[src/rtl/trace_pkg.sv]
// Shared definitions for the trace window controller: state encoding,
// default widths and the overflow counter ceiling.
package trace_pkg;

  localparam int PW_DEF    = 8;
  localparam int TW_DEF    = 32;
  localparam int CW_DEF    = 24;
  localparam int DEPTH_DEF = 8;

  localparam logic [2:0] ST_IDLE  = 3'd0;
  localparam logic [2:0] ST_DELAY = 3'd1;
  localparam logic [2:0] ST_ON    = 3'd2;
  localparam logic [2:0] ST_OFF   = 3'd3;
  localparam logic [2:0] ST_FIN   = 3'd4;

  localparam logic [15:0] OVF_SAT = 16'hFFFF;

endpackage

[src/rtl/trace_window_ctrl_if.sv]
// Sample drain port: valid/ready handshake carrying a probe value and its
// timestamp. The controller drives it through the master modport.
interface trace_window_ctrl_if import trace_pkg::*; #(
  parameter int PW = PW_DEF,
  parameter int TW = TW_DEF
) ();

  logic          out_valid;
  logic          out_ready;
  logic [PW-1:0] out_data;
  logic [TW-1:0] out_time;

  modport master (
    output out_valid,
    output out_data,
    output out_time,
    input  out_ready
  );

  modport slave (
    input  out_valid,
    input  out_data,
    input  out_time,
    output out_ready
  );

endinterface

[src/rtl/trace_fifo.sv]
// Synchronous first-word-fall-through FIFO. A write into a full FIFO is
// accepted only when a read retires the head in the same cycle.
module trace_fifo import trace_pkg::*; #(
  parameter int W     = PW_DEF + TW_DEF,
  parameter int DEPTH = DEPTH_DEF
) (
  input  logic                     clk,
  input  logic                     rst_n,
  input  logic                     wr_en,
  input  logic [W-1:0]             wr_data,
  input  logic                     rd_en,
  output logic [W-1:0]             rd_data,
  output logic                     full,
  output logic                     empty,
  output logic [$clog2(DEPTH):0]   level
);

  localparam int AW = $clog2(DEPTH);
  localparam logic [AW:0] FULL_LVL = (AW+1)'(DEPTH);

  logic [W-1:0]  mem [DEPTH];
  logic [AW-1:0] wptr;
  logic [AW-1:0] rptr;
  logic          do_wr;
  logic          do_rd;

  assign full    = (level == FULL_LVL);
  assign empty   = (level == '0);
  assign do_rd   = rd_en && !empty;
  assign do_wr   = wr_en && (!full || do_rd);
  assign rd_data = mem[rptr];

  // Pointer and occupancy bookkeeping; pointers wrap naturally at DEPTH.
  always_ff @(posedge clk) begin
    if (!rst_n) begin
      wptr  <= '0;
      rptr  <= '0;
      level <= '0;
    end else begin
      if (do_wr) wptr <= wptr + AW'(1);
      if (do_rd) rptr <= rptr + AW'(1);
      case ({do_wr, do_rd})
        2'b10:   level <= level + (AW+1)'(1);
        2'b01:   level <= level - (AW+1)'(1);
        default: level <= level;
      endcase
    end
  end

  // Storage array; contents need no reset because level gates visibility.
  always_ff @(posedge clk) begin
    if (do_wr) mem[wptr] <= wr_data;
  end

endmodule

[src/rtl/trace_window_ctrl.sv]
// Recording scheduler: after an initial delay, opens a programmed number of
// ON windows separated by OFF gaps and logs change-only probe samples with
// a cycle timestamp into a small FWFT buffer for a downstream consumer.
module trace_window_ctrl import trace_pkg::*; #(
  parameter int PW    = PW_DEF,
  parameter int TW    = TW_DEF,
  parameter int CW    = CW_DEF,
  parameter int DEPTH = DEPTH_DEF
) (
  input  logic                   clk,
  input  logic                   rst_n,
  input  logic                   start,
  input  logic                   abort,
  input  logic [CW-1:0]          cfg_delay,
  input  logic [CW-1:0]          cfg_on,
  input  logic [CW-1:0]          cfg_off,
  input  logic [7:0]             cfg_windows,
  input  logic [PW-1:0]          probe,
  output logic                   rec_on,
  output logic                   busy,
  output logic                   done,
  trace_window_ctrl_if.master    obus,
  output logic [$clog2(DEPTH):0] fifo_level,
  output logic [15:0]            overflow_cnt
);

  logic [2:0]    state;
  logic [CW-1:0] cnt;
  logic [CW-1:0] on_len;
  logic [CW-1:0] off_len;
  logic [7:0]    win_left;
  logic [TW-1:0] ts;
  logic [PW-1:0] last_probe;

  logic [CW-1:0] on_len_cfg;
  logic          start_acc;
  logic          first_cyc;
  logic          push;
  logic          pop;
  logic          fifo_full;
  logic          fifo_empty;
  logic [PW+TW-1:0] head;

  function automatic logic [15:0] sat_inc(input logic [15:0] v);
    return (v == OVF_SAT) ? v : v + 16'd1;
  endfunction

  // A zero-length ON window is treated as one cycle long.
  assign on_len_cfg = (cfg_on == '0) ? CW'(1) : cfg_on;
  assign start_acc  = (state == ST_IDLE) && start && !abort;
  // cnt counts down from on_len-1, so the first cycle has the full value.
  assign first_cyc  = (cnt == on_len - CW'(1));
  assign push       = (state == ST_ON) && (first_cyc || (probe != last_probe));
  assign pop        = obus.out_valid && obus.out_ready;

  assign rec_on = (state == ST_ON);
  assign busy   = (state != ST_IDLE);
  assign done   = (state == ST_FIN);

  // Schedule sequencer: cnt holds the cycles remaining in the current phase minus one.
  always_ff @(posedge clk) begin
    if (!rst_n) begin
      state    <= ST_IDLE;
      cnt      <= '0;
      on_len   <= '0;
      off_len  <= '0;
      win_left <= '0;
    end else if (abort && (state != ST_IDLE)) begin
      state <= ST_IDLE;
    end else begin
      case (state)
        ST_IDLE: begin
          if (start_acc) begin
            on_len   <= on_len_cfg;
            off_len  <= cfg_off;
            win_left <= cfg_windows;
            if (cfg_windows == 8'd0) begin
              state <= ST_FIN;
            end else if (cfg_delay == '0) begin
              state <= ST_ON;
              cnt   <= on_len_cfg - CW'(1);
            end else begin
              state <= ST_DELAY;
              cnt   <= cfg_delay - CW'(1);
            end
          end
        end
        ST_DELAY, ST_OFF: begin
          if (cnt == '0) begin
            state <= ST_ON;
            cnt   <= on_len - CW'(1);
          end else begin
            cnt <= cnt - CW'(1);
          end
        end
        ST_ON: begin
          if (cnt == '0) begin
            win_left <= win_left - 8'd1;
            if (win_left == 8'd1) begin
              state <= ST_FIN;
            end else if (off_len == '0) begin
              cnt <= on_len - CW'(1);
            end else begin
              state <= ST_OFF;
              cnt   <= off_len - CW'(1);
            end
          end else begin
            cnt <= cnt - CW'(1);
          end
        end
        ST_FIN:  state <= ST_IDLE;
        default: state <= ST_IDLE;
      endcase
    end
  end

  // Cycle timestamp: restarts at schedule start, advances while busy, holds in IDLE.
  always_ff @(posedge clk) begin
    if (!rst_n)         ts <= '0;
    else if (start_acc) ts <= '0;
    else if (busy)      ts <= ts + TW'(1);
  end

  // Reference value for change detection, refreshed in every ON cycle.
  always_ff @(posedge clk) begin
    if (!rst_n)              last_probe <= '0;
    else if (state == ST_ON) last_probe <= probe;
  end

  // Dropped-sample counter: a push is lost only when full and nothing retires.
  always_ff @(posedge clk) begin
    if (!rst_n)                          overflow_cnt <= '0;
    else if (start_acc)                  overflow_cnt <= '0;
    else if (push && fifo_full && !pop)  overflow_cnt <= sat_inc(overflow_cnt);
  end

  trace_fifo #(
    .W     (PW + TW),
    .DEPTH (DEPTH)
  ) u_fifo (
    .clk     (clk),
    .rst_n   (rst_n),
    .wr_en   (push),
    .wr_data ({probe, ts}),
    .rd_en   (pop),
    .rd_data (head),
    .full    (fifo_full),
    .empty   (fifo_empty),
    .level   (fifo_level)
  );

  assign obus.out_valid = !fifo_empty;
  assign obus.out_data  = head[PW+TW-1:TW];
  assign obus.out_time  = head[TW-1:0];

endmodule

[src/flat_wrapper.sv]
// flat-port wrapper written by rule: the top's interface ports become plain ports
module trace_window_ctrl_flat import trace_pkg::*;
#(
  parameter int PW    = PW_DEF,
  parameter int TW    = TW_DEF,
  parameter int CW    = CW_DEF,
  parameter int DEPTH = DEPTH_DEF
)
  (clk, rst_n, start, abort, cfg_delay, cfg_on, cfg_off, cfg_windows, probe, rec_on, busy, done, fifo_level, overflow_cnt, obus_out_valid, obus_out_data, obus_out_time, obus_out_ready);
  trace_window_ctrl_if #(.PW(PW), .TW(TW)) obus_i ();
  input  logic clk;
  input  logic rst_n;
  input  logic start;
  input  logic abort;
  input  logic [CW-1:0] cfg_delay;
  input  logic [CW-1:0] cfg_on;
  input  logic [CW-1:0] cfg_off;
  input  logic [7:0] cfg_windows;
  input  logic [PW-1:0] probe;
  output logic rec_on;
  output logic busy;
  output logic done;
  output logic [$clog2(DEPTH):0] fifo_level;
  output logic [15:0] overflow_cnt;
  output wire logic [$bits(obus_i.out_valid)-1:0] obus_out_valid;
  output wire logic [$bits(obus_i.out_data)-1:0] obus_out_data;
  output wire logic [$bits(obus_i.out_time)-1:0] obus_out_time;
  input wire logic [$bits(obus_i.out_ready)-1:0] obus_out_ready;
  assign obus_out_valid = obus_i.out_valid;
  assign obus_out_data = obus_i.out_data;
  assign obus_out_time = obus_i.out_time;
  assign obus_i.out_ready = obus_out_ready;
  trace_window_ctrl #(.PW(PW), .TW(TW), .CW(CW), .DEPTH(DEPTH)) u_core (.clk(clk), .rst_n(rst_n), .start(start), .abort(abort), .cfg_delay(cfg_delay), .cfg_on(cfg_on), .cfg_off(cfg_off), .cfg_windows(cfg_windows), .probe(probe), .rec_on(rec_on), .busy(busy), .done(done), .obus(obus_i), .fifo_level(fifo_level), .overflow_cnt(overflow_cnt));
endmodule
[config.mk]
export PLATFORM = sky130hd
export DESIGN_NAME = trace_window_ctrl_flat
export DESIGN_NICKNAME = d
export VERILOG_FILES = /design/src/rtl/trace_pkg.sv /design/src/rtl/trace_window_ctrl_if.sv /design/src/rtl/trace_fifo.sv /design/src/rtl/trace_window_ctrl.sv /design/src/flat_wrapper.sv
export SDC_FILE = /design/constraint.sdc
export NUM_CORES = 1
export LEC_CHECK = 0
export CORE_ASPECT_RATIO = 0.5
export CORE_UTILIZATION = 64
export CTS_CLUSTER_SIZE = 16
export DETAILED_ROUTE_END_ITERATION = 16
export DONT_BUFFER_PORTS = 1
export HOLD_SLACK_MARGIN = 0.02
export PLACE_DENSITY = 0.8
export SYNTH_ARGS = -nofsm -noshare
export SYNTH_HDL_FRONTEND = slang
export SYNTH_HIERARCHICAL = 1
export SYNTH_SLANG_ARGS = --single-unit
[constraint.sdc]
create_clock -name clk -period 8.59 [get_ports clk]
set_input_delay 0 -clock clk [delete_from_list [all_inputs] [get_ports clk]]
set_output_delay 0 -clock clk [all_outputs]
set_load 0.01 [all_outputs]
==> flow_summary_export.csv, run 1 <==
group,metric,value,unit
worst_setup_path,worst_ep_required_time,8810,ps
global_route,grt_overflow,0,
run_status,status,"finished clean",
logic_synthesis,synth_cell_types,82,
logic_synthesis,avgSynthCellArea,12.7,um^2
global_route,grt_pass1_vias,15211,
final_layout,fin_util,74.4,%
final_layout,nNetsFinal,1907,
logic_synthesis,synth-seq-cells,472,
detailed_routing,wl_per_cell,25.1,um
clock_network,clkLatencyLatePin,560,ps
sta,period_share,74.3,%
worst_setup_path,start_kind,"flop",
pwr,peakVddDrop,0.185,mV
clock_network,clock-sinks,472,
logic_synthesis,synth-edff-count,320,
floorplanning,die_area,35400,um^2
logic_synthesis,ys_async_sr_fraction,0,%
worst_setup_path,startpoint,"u_core/on_len[9]",
sta,tns,0,ps
sta,worstMarginPinSlew,1240,ps
sta,fin_ws,2200,ps
min_path,min_path_type,"input pin to flop",
detailed_routing,postRouteAntennaNets,0,
placed_design,hpwl,34700,um
placed_design,post_dp_cell_area,22500,um^2
run,maxCapViolCount,0,
logic_synthesis,seq_area_frac_synth,57.0,%
logic_synthesis,ys_warn_count,6,
min_path,hold_path_startpoint,"cfg_delay[4]",
sta,drv_slew,0,
floorplanning,die_w,265,um
worst_setup_path,worstSetupPathType,"flop to flop",
sta,finClkSkew,24.9,ps
logic_synthesis,synth_cells,1741,
clock_network,cts_tree,"yes",
global_route,antenna_found_initial,0,
floorplanning,start_util,66.0,%
sta,fmax,157,MHz
logic_synthesis,netlist.area_leader.share,43.3,%
sta,slew_headroom,17.1,%
sta,setup_viol,0,
sta,whs,48.1,ps
final_layout,synthToLayoutAreaGrowth,12.6,%
pwr,powerDensity,235,nW/um^2
detailed_routing,first_pass_iters,6,
worst_setup_path,rr_startpoint,"u_core/on_len[9]",
placed_design,dp_worst_setup_slack,2310,ps
detailed_routing,vias_per_cell,6.79,
clock_network,postCtsSetupBuffers,0,
sta,rsz0062_at_grt,"false",
detailed_routing,drc,0,
global_route,grt_pass1_wl,87200,um
pwr,power_frac_clock,33.4,%
detailed_routing,drtIter0Drc,1880,
floorplanning,num_rows,47,
final_layout,fin_area,25000,um^2
final_layout,diodes,0,
logic_synthesis,yosysTopAreaCell,"edfxtp_1",
detailed_routing,wl,57700,um
floorplanning,fp.dieH,134,um
worst_setup_path,worstSetupEndpointType,"flop",
pwr,combinationalPowerShare,21.2,%
sta,finalHoldViolCount,0,
logic_synthesis,netlist_area,22200,um^2
sta,period_needed,6390,ps
pwr,seqPwrFrac,45.4,%
worst_setup_path,cp_max_fo,22,
final_layout,drive_above_1_share,9.28,%
floorplanning,io_pins,157,
clock_network,numCtsBuffers,40,
detailed_routing,vias,15586,
clock_network,clkTransAtPathRegs,70,ps
clock_network,clockBufferDepth,3,
pwr,power.switching,0.00172,W
logic_synthesis,syn-num-nets,1847,
final_layout,nFillCells,2050,
clock_network,root_buffer,"clkbuf_16",
pwr,leakage,8.32,nW
placed_design,gp_congestion,0.892,
floorplanning,placeableCoreArea,33600,um^2
pwr,internal_power,0.00415,W
logic_synthesis,synth_ff_type,"edfxtp_1",
global_route,grt_use_total,32.3,%
placed_design,port-buffer-count,0,
pwr,switching_share,29.4,%
clock_network,cts_max_level,2,
logic_synthesis,synth_area_leaders,"edfxtp_1, dfxtp_1, mux4_1",
global_route,grt_max_degree,81,
worst_setup_path,arrival,6600,ps
## repair_timing
action,CTS,global route
gates resized for setup,0,0
hold endpoints to repair,168,0
hold buffers,109,0
## layout make-up
class	count	area (um^2)	share of cell area [%]
well taps	465	582	2.33
inverters	28	105	0.421
clock inverters	12	220	0.882
flip-flops and latches	472	12700	50.7
repair buffers	129	1250	5.01
clock buffers	61	1200	4.81
multi-input cells	1130	8960	35.9
## routing by layer
| metal | routed length (um) | track usage (%) |
|---|---|---|
| met1 | 22500 | 41.0 |
| met2 | 28900 | 56.1 |
| met3 | 3940 | 4.53 |
| met4 | 2400 | 14.1 |
| met5 | 0 | 0 |
## path summary, 6_finish.rpt
kind,endpoint,slack [ps],depth (start not counted)
hold reg to reg,u_core/last_probe[1],490,2
setup / recovery,u_core/u_fifo/mem[3][38],2200,11
hold / removal,u_core/cnt[6],50,5
setup reg to reg,u_core/u_fifo/mem[3][38],2200,11
## cells by family after synthesis
logic type      after synthesis  share of synthesized area, %
flops                       472                          57.0
mux                         133                          12.0
xor+xnor                    127                          5.02
buf+inv                     139                          2.83
simple gates                521                          12.1
compound gates              336                          10.3
fa+ha+maj                    13                         0.767
## cells in the final DEF, fill, tap and decap left out, types with 12 or more instances in the layout
cell / count
a21boi_0: 12
mux2_2: 40
buf_4: 20
mux2i_1: 13
nand4_1: 19
edfxtp_1: 320
nor4_1: 32
a22o_1: 42
ha_1: 12
nand2b_1: 17
nor3_1: 54
nor2b_1: 13
nor2_1: 133
xor2_1: 59
nand2_1: 100
nand3_1: 34
or3_1: 24
a21oi_1: 80
clkbuf_16: 42
o21ai_0: 63
dfxtp_1: 149
dlygate4sd3_1: 108
or4_1: 24
o22ai_1: 25
inv_1: 27
xnor2_1: 68
mux4_1: 72
a31oi_1: 12
## power groups by stage
stage	Combinational [W]	Sequential (W)	Clock (W)
final	0.00125	0.00267	0.00196
after global placement	0.00113	0.00270	0
after floorplan	0.000958	0.00263	0
after detailed placement	0.00115	0.00271	0
after CTS	0.00123	0.00266	0.00198
after global routing	0.00135	0.00268	0.00206
## Yosys cell counts, types with 17 or more instances
cell type,count
nand2_1,100
mux4_1,72
nor3_1,57
xnor2_1,68
nor2_1,139
a21oi_1,80
mux2_2,40
dfxtp_1,152
o21ai_0,63
nand4_1,19
nand2b_1,17
nor4_1,32
xor2_1,59
edfxtp_1,320
nand3_1,34
a22o_1,42
o22ai_1,25
inv_1,27
clkbuf_1,87
or3_1,24
or4_1,24
## worst max-delay path, stage by stage, from the launching register on
cell,delay [ps]
dfxtp_1,430
or3_1,510
or4_4,610
or4_1,490
xnor2_1,180
a2111oi_0,370
nand4_1,270
o41a_1,730
nor2_1,680
o211ai_1,530
nor2_4,760
buf_4,460
## per-stage QoR
| stage | total power, W | instances |
|---|---|---|
| 6_report | 0.00588 | 2297 |
| 5_1_grt | 0.00609 | 2297 |
| 2_1_floorplan | 0.00359 | 1741 |
| 3_3_place_gp | 0.00383 | 2115 |
| 3_5_place_dp | 0.00387 | 2115 |
| 4_1_cts | 0.00587 | 2297 |
## sequential cells by signal, indices dropped and copies added, names as in the netlist, named ones only
| register | count |
|---|---|
| u_core/on_len | 24 |
| u_core/u_fifo/wptr | 3 |
| u_core/u_fifo/rptr | 3 |
| u_core/ts | 32 |
| u_core/u_fifo/level | 4 |
| u_core/cnt | 24 |
| u_core/overflow_cnt | 16 |
| u_core/win_left | 8 |
| u_core/state | 3 |
| u_core/last_probe | 8 |
| u_core/off_len | 24 |
| u_core/u_fifo/mem | 320 |
Power figures use the tool's default switching activity.
==> run 2: changes to the inputs <==
--- a/config.mk
+++ b/config.mk
@@ -5,13 +5,14 @@
 export SDC_FILE = /design/constraint.sdc
 export NUM_CORES = 1
 export LEC_CHECK = 0
+export ABC_AREA = 1
 export CORE_ASPECT_RATIO = 0.5
-export CORE_UTILIZATION = 64
+export CORE_UTILIZATION = 58
 export CTS_CLUSTER_SIZE = 16
 export DETAILED_ROUTE_END_ITERATION = 16
 export DONT_BUFFER_PORTS = 1
 export HOLD_SLACK_MARGIN = 0.02
-export PLACE_DENSITY = 0.8
+export PLACE_DENSITY = 0.76
 export SYNTH_ARGS = -nofsm -noshare
 export SYNTH_HDL_FRONTEND = slang
 export SYNTH_HIERARCHICAL = 1
==> constraint.sdc (replaced) <==
create_clock -name clk -period 5.35 [get_ports clk]
set_input_delay 0 -clock clk [delete_from_list [all_inputs] [get_ports clk]]
set_output_delay 0 -clock clk [all_outputs]
set_load 0.01 [all_outputs]
==> run 2 against run 1 <==
Combinational power grew to 2.8 times the previous value. Synthesized area is 3.8% higher. Setup slack worse by 1100 ps. Non-clock buffer count is 15 higher. Via count is 19% higher. Final cell count is 38% higher. Critical endpoint is now u_core/cnt[9]. Largest cell class unchanged. Global-route usage is 2.6 points lower. Final area is 3.5% higher. Total power is 89% higher. Critical path depth is 5 higher. Hold slack worse by 32 ps.
==> flow_summary_export.csv, run 2 <==
group,metric,value,unit
run_status,status,"finished clean",
floorplanning,num_rows,51,
floorplanning,die_area,40500,um^2
logic_synthesis,yosysTopAreaCell,"edfxtp_1",
floorplanning,fp.dieH,143,um
logic_synthesis,avgSynthCellArea,9.18,um^2
run,maxCapViolCount,0,
pwr,switching_share,37.4,%
logic_synthesis,syn-num-nets,2614,
clock_network,clkTransAtPathRegs,70,ps
global_route,grt_pass1_vias,17554,
clock_network,cts_max_level,2,
clock_network,clkLatencyLatePin,570,ps
logic_synthesis,synth-edff-count,320,
clock_network,clockBufferDepth,3,
worst_setup_path,worst_ep_required_time,5790,ps
detailed_routing,wl_per_cell,19.4,um
clock_network,cts_tree,"yes",
min_path,min_path_type,"input pin to flop",
logic_synthesis,synth_top_family_by_area,"simple AND/OR/NAND/NOR gates",
worst_setup_path,cp_max_fo,8,
sta,period_share,78.8,%
logic_synthesis,ys_warn_count,6,
detailed_routing,vias,18596,
pwr,seqPwrFrac,41.5,%
clock_network,hold_buffers,122,
detailed_routing,wl,61200,um
final_layout,nFillCells,2975,
global_route,antenna_found_initial,1,
final_layout,final_common_cell,"nand2_1",
logic_synthesis,yosysMostFrequentCell,"nand2_1",
floorplanning,io_pins,157,
sta,drv_slew,0,
pwr,combinationalPowerShare,31.8,%
final_layout,drive_above_1_share,5.89,%
global_route,grt_pass1_wl,95100,um
logic_synthesis,ys_async_sr_fraction,0,%
sta,worstMarginPinSlew,1360,ps
logic_synthesis,synth_cells,2508,
pwr,powerDensity,430,nW/um^2
global_route,grt_max_degree,115,
sta,tns,0,ps
logic_synthesis,yosys-mux-area-fraction,3.48,%
sta,finClkSkew,29.3,ps
clock_network,postCtsSetupBuffers,0,
pwr,internal_power,0.00695,W
clock_network,numCtsBuffers,42,
final_layout,largest_register_ffs,320,
final_layout,ff_latch_area,12700,um^2
detailed_routing,vias_per_cell,5.88,
sta,rsz0062_at_grt,"false",
global_route,grt_overflow,0,
logic_synthesis,synth_area_leaders,"edfxtp_1, dfxtp_1, nand2_1",
final_layout,nNetsFinal,2707,
sta,slew_headroom,8.82,%
placed_design,hpwl,38200,um
floorplanning,start_util,59.0,%
pwr,power.switching,0.00416,W
worst_setup_path,worstSetupPathType,"input pin to flop",
pwr,leakage,9.79,nW
final_layout,synthToLayoutAreaGrowth,12.3,%
worst_setup_path,arrival,4660,ps
global_route,grt_use_total,29.8,%
pwr,peakVddDrop,0.245,mV
logic_synthesis,synth_ff_type,"edfxtp_1",
logic_synthesis,synthAdderAreaFrac,0.739,%
logic_synthesis,synth_cell_types,54,
clock_network,cts_resized,0,
detailed_routing,postRouteAntennaNets,0,
pwr,power_frac_clock,26.7,%
logic_synthesis,netlist.area_leader.share,41.8,%
placed_design,port-buffer-count,0,
final_layout,final_cells,3164,
floorplanning,placeableCoreArea,39000,um^2
sta,fmax,237,MHz
logic_synthesis,yosys.area_share.simple,19.8,%
detailed_routing,first_pass_iters,7,
clock_network,root_buffer,"clkbuf_16",
floorplanning,die_w,284,um
detailed_routing,drc,0,
detailed_routing,drtIter0Drc,2065,
worst_setup_path,start_kind,"input pin",
logic_synthesis,synth-seq-cells,472,
logic_synthesis,synth_xor_area_share,3.07,%
logic_synthesis,netlist_area,23000,um^2
sta,finalHoldViolCount,0,
final_layout,multi_input_area,8860,um^2
final_layout,top_register,"u_core/u_fifo/mem",
sta,period_needed,4220,ps
final_layout,final_cell_mix,"nand2_1, nor2_1, edfxtp_1, inv_1, o21ai_0",
placed_design,gp_congestion,0.934,
logic_synthesis,synth_common_cells,"nand2_1, nor2_1, edfxtp_1, inv_1, o21ai_0",
clock_network,clock-sinks,472,
placed_design,dp_cells,2965,
sta,whs,16.5,ps
logic_synthesis,synth-compound-area-share,11.1,%
sta,setup_viol,0,
final_layout,largestRegisters,"u_core/u_fifo/mem x320, u_core/ts x32",
logic_synthesis,seq_area_frac_synth,55.0,%
worst_setup_path,worstSetupEndpointType,"flop",
## run 2: layout make-up
cell class,count,share of cell area [%]
clock inverters,15,0.411
inverters,242,3.54
multi-input cells,1699,34.3
well taps,530,2.57
clock buffers,61,4.73
flip-flops and latches,472,49.0
repair buffers,144,5.48
diodes,1,0.00968
## run 2: worst max-delay path, cell delays in order
cell and delay [ps]:
dlygate4sd3_1 540, inv_1 80, nand2_1 60, nor3_1 160, dlygate4sd3_1 580, nand3_1 90
dlygate4sd3_1 610, nor2_1 370, nand3_1 120, nand2_1 200, nand3_1 200, nor2_1 460
a21oi_1 110, dlygate4sd3_1 600, o21ai_0 380, a21oi_1 110
## run 2: stage by stage
stage	setup WS, ps	util (%)	total power (W)	instance area, um^2
5_1_grt	963	66.3	0.0117	25800
4_1_cts	1360	66.3	0.0110	25800
3_3_place_gp	1430	59.7	0.00794	23300
3_5_place_dp	1380	59.7	0.00799	23300
2_1_floorplan	1030	-	0.00723	23000
6_report	1130	66.3	0.0111	25800
## run 2: worst paths after layout
path / from / to / slack, ps / cells after the start
worst max-delay path: cfg_delay[0] / u_core/cnt[9] / 1130 / 16
worst min-delay path: start / u_core/off_len[12] / 20 / 4
worst max register to register: u_core/on_len[0] / u_core/u_fifo/mem[4][22] / 1340 / 19
worst min register to register: u_core/u_fifo/rptr[2] / flop / 460 / 2
## run 2: power groups by stage
stage | Clock [W] | Sequential, W | Combinational (W)
finish | 0.00296 | 0.00462 | 0.00353
global route | 0.00315 | 0.00465 | 0.00389
CTS | 0.00299 | 0.00460 | 0.00345
detailed placement | 0 | 0.00468 | 0.00331
global placement | 0 | 0.00467 | 0.00328
floorplan | 0 | 0.00445 | 0.00279
## run 2: kinds of logic (layout without fill, tap and decap cells)
family	count (synthesis)	after routing
compound gates	465	465
xor+xnor	79	79
fa+ha+maj	13	13
flops	472	472
other cells	0	1
simple gates	1062	1062
mux	80	80
buf+inv	337	462
## run 2: metal layers
| layer | wire, um | GRT usage (%) | vias to the layer above |
|---|---|---|---|
| met5 | 0 | 0 | - |
| met4 | 1930 | 10.2 | 0 |
| met3 | 4890 | 4.33 | 160 |
| met2 | 28600 | 49.1 | 857 |
| met1 | 25800 | 40.7 | 8755 |
| li1 | - | - | 8824 |
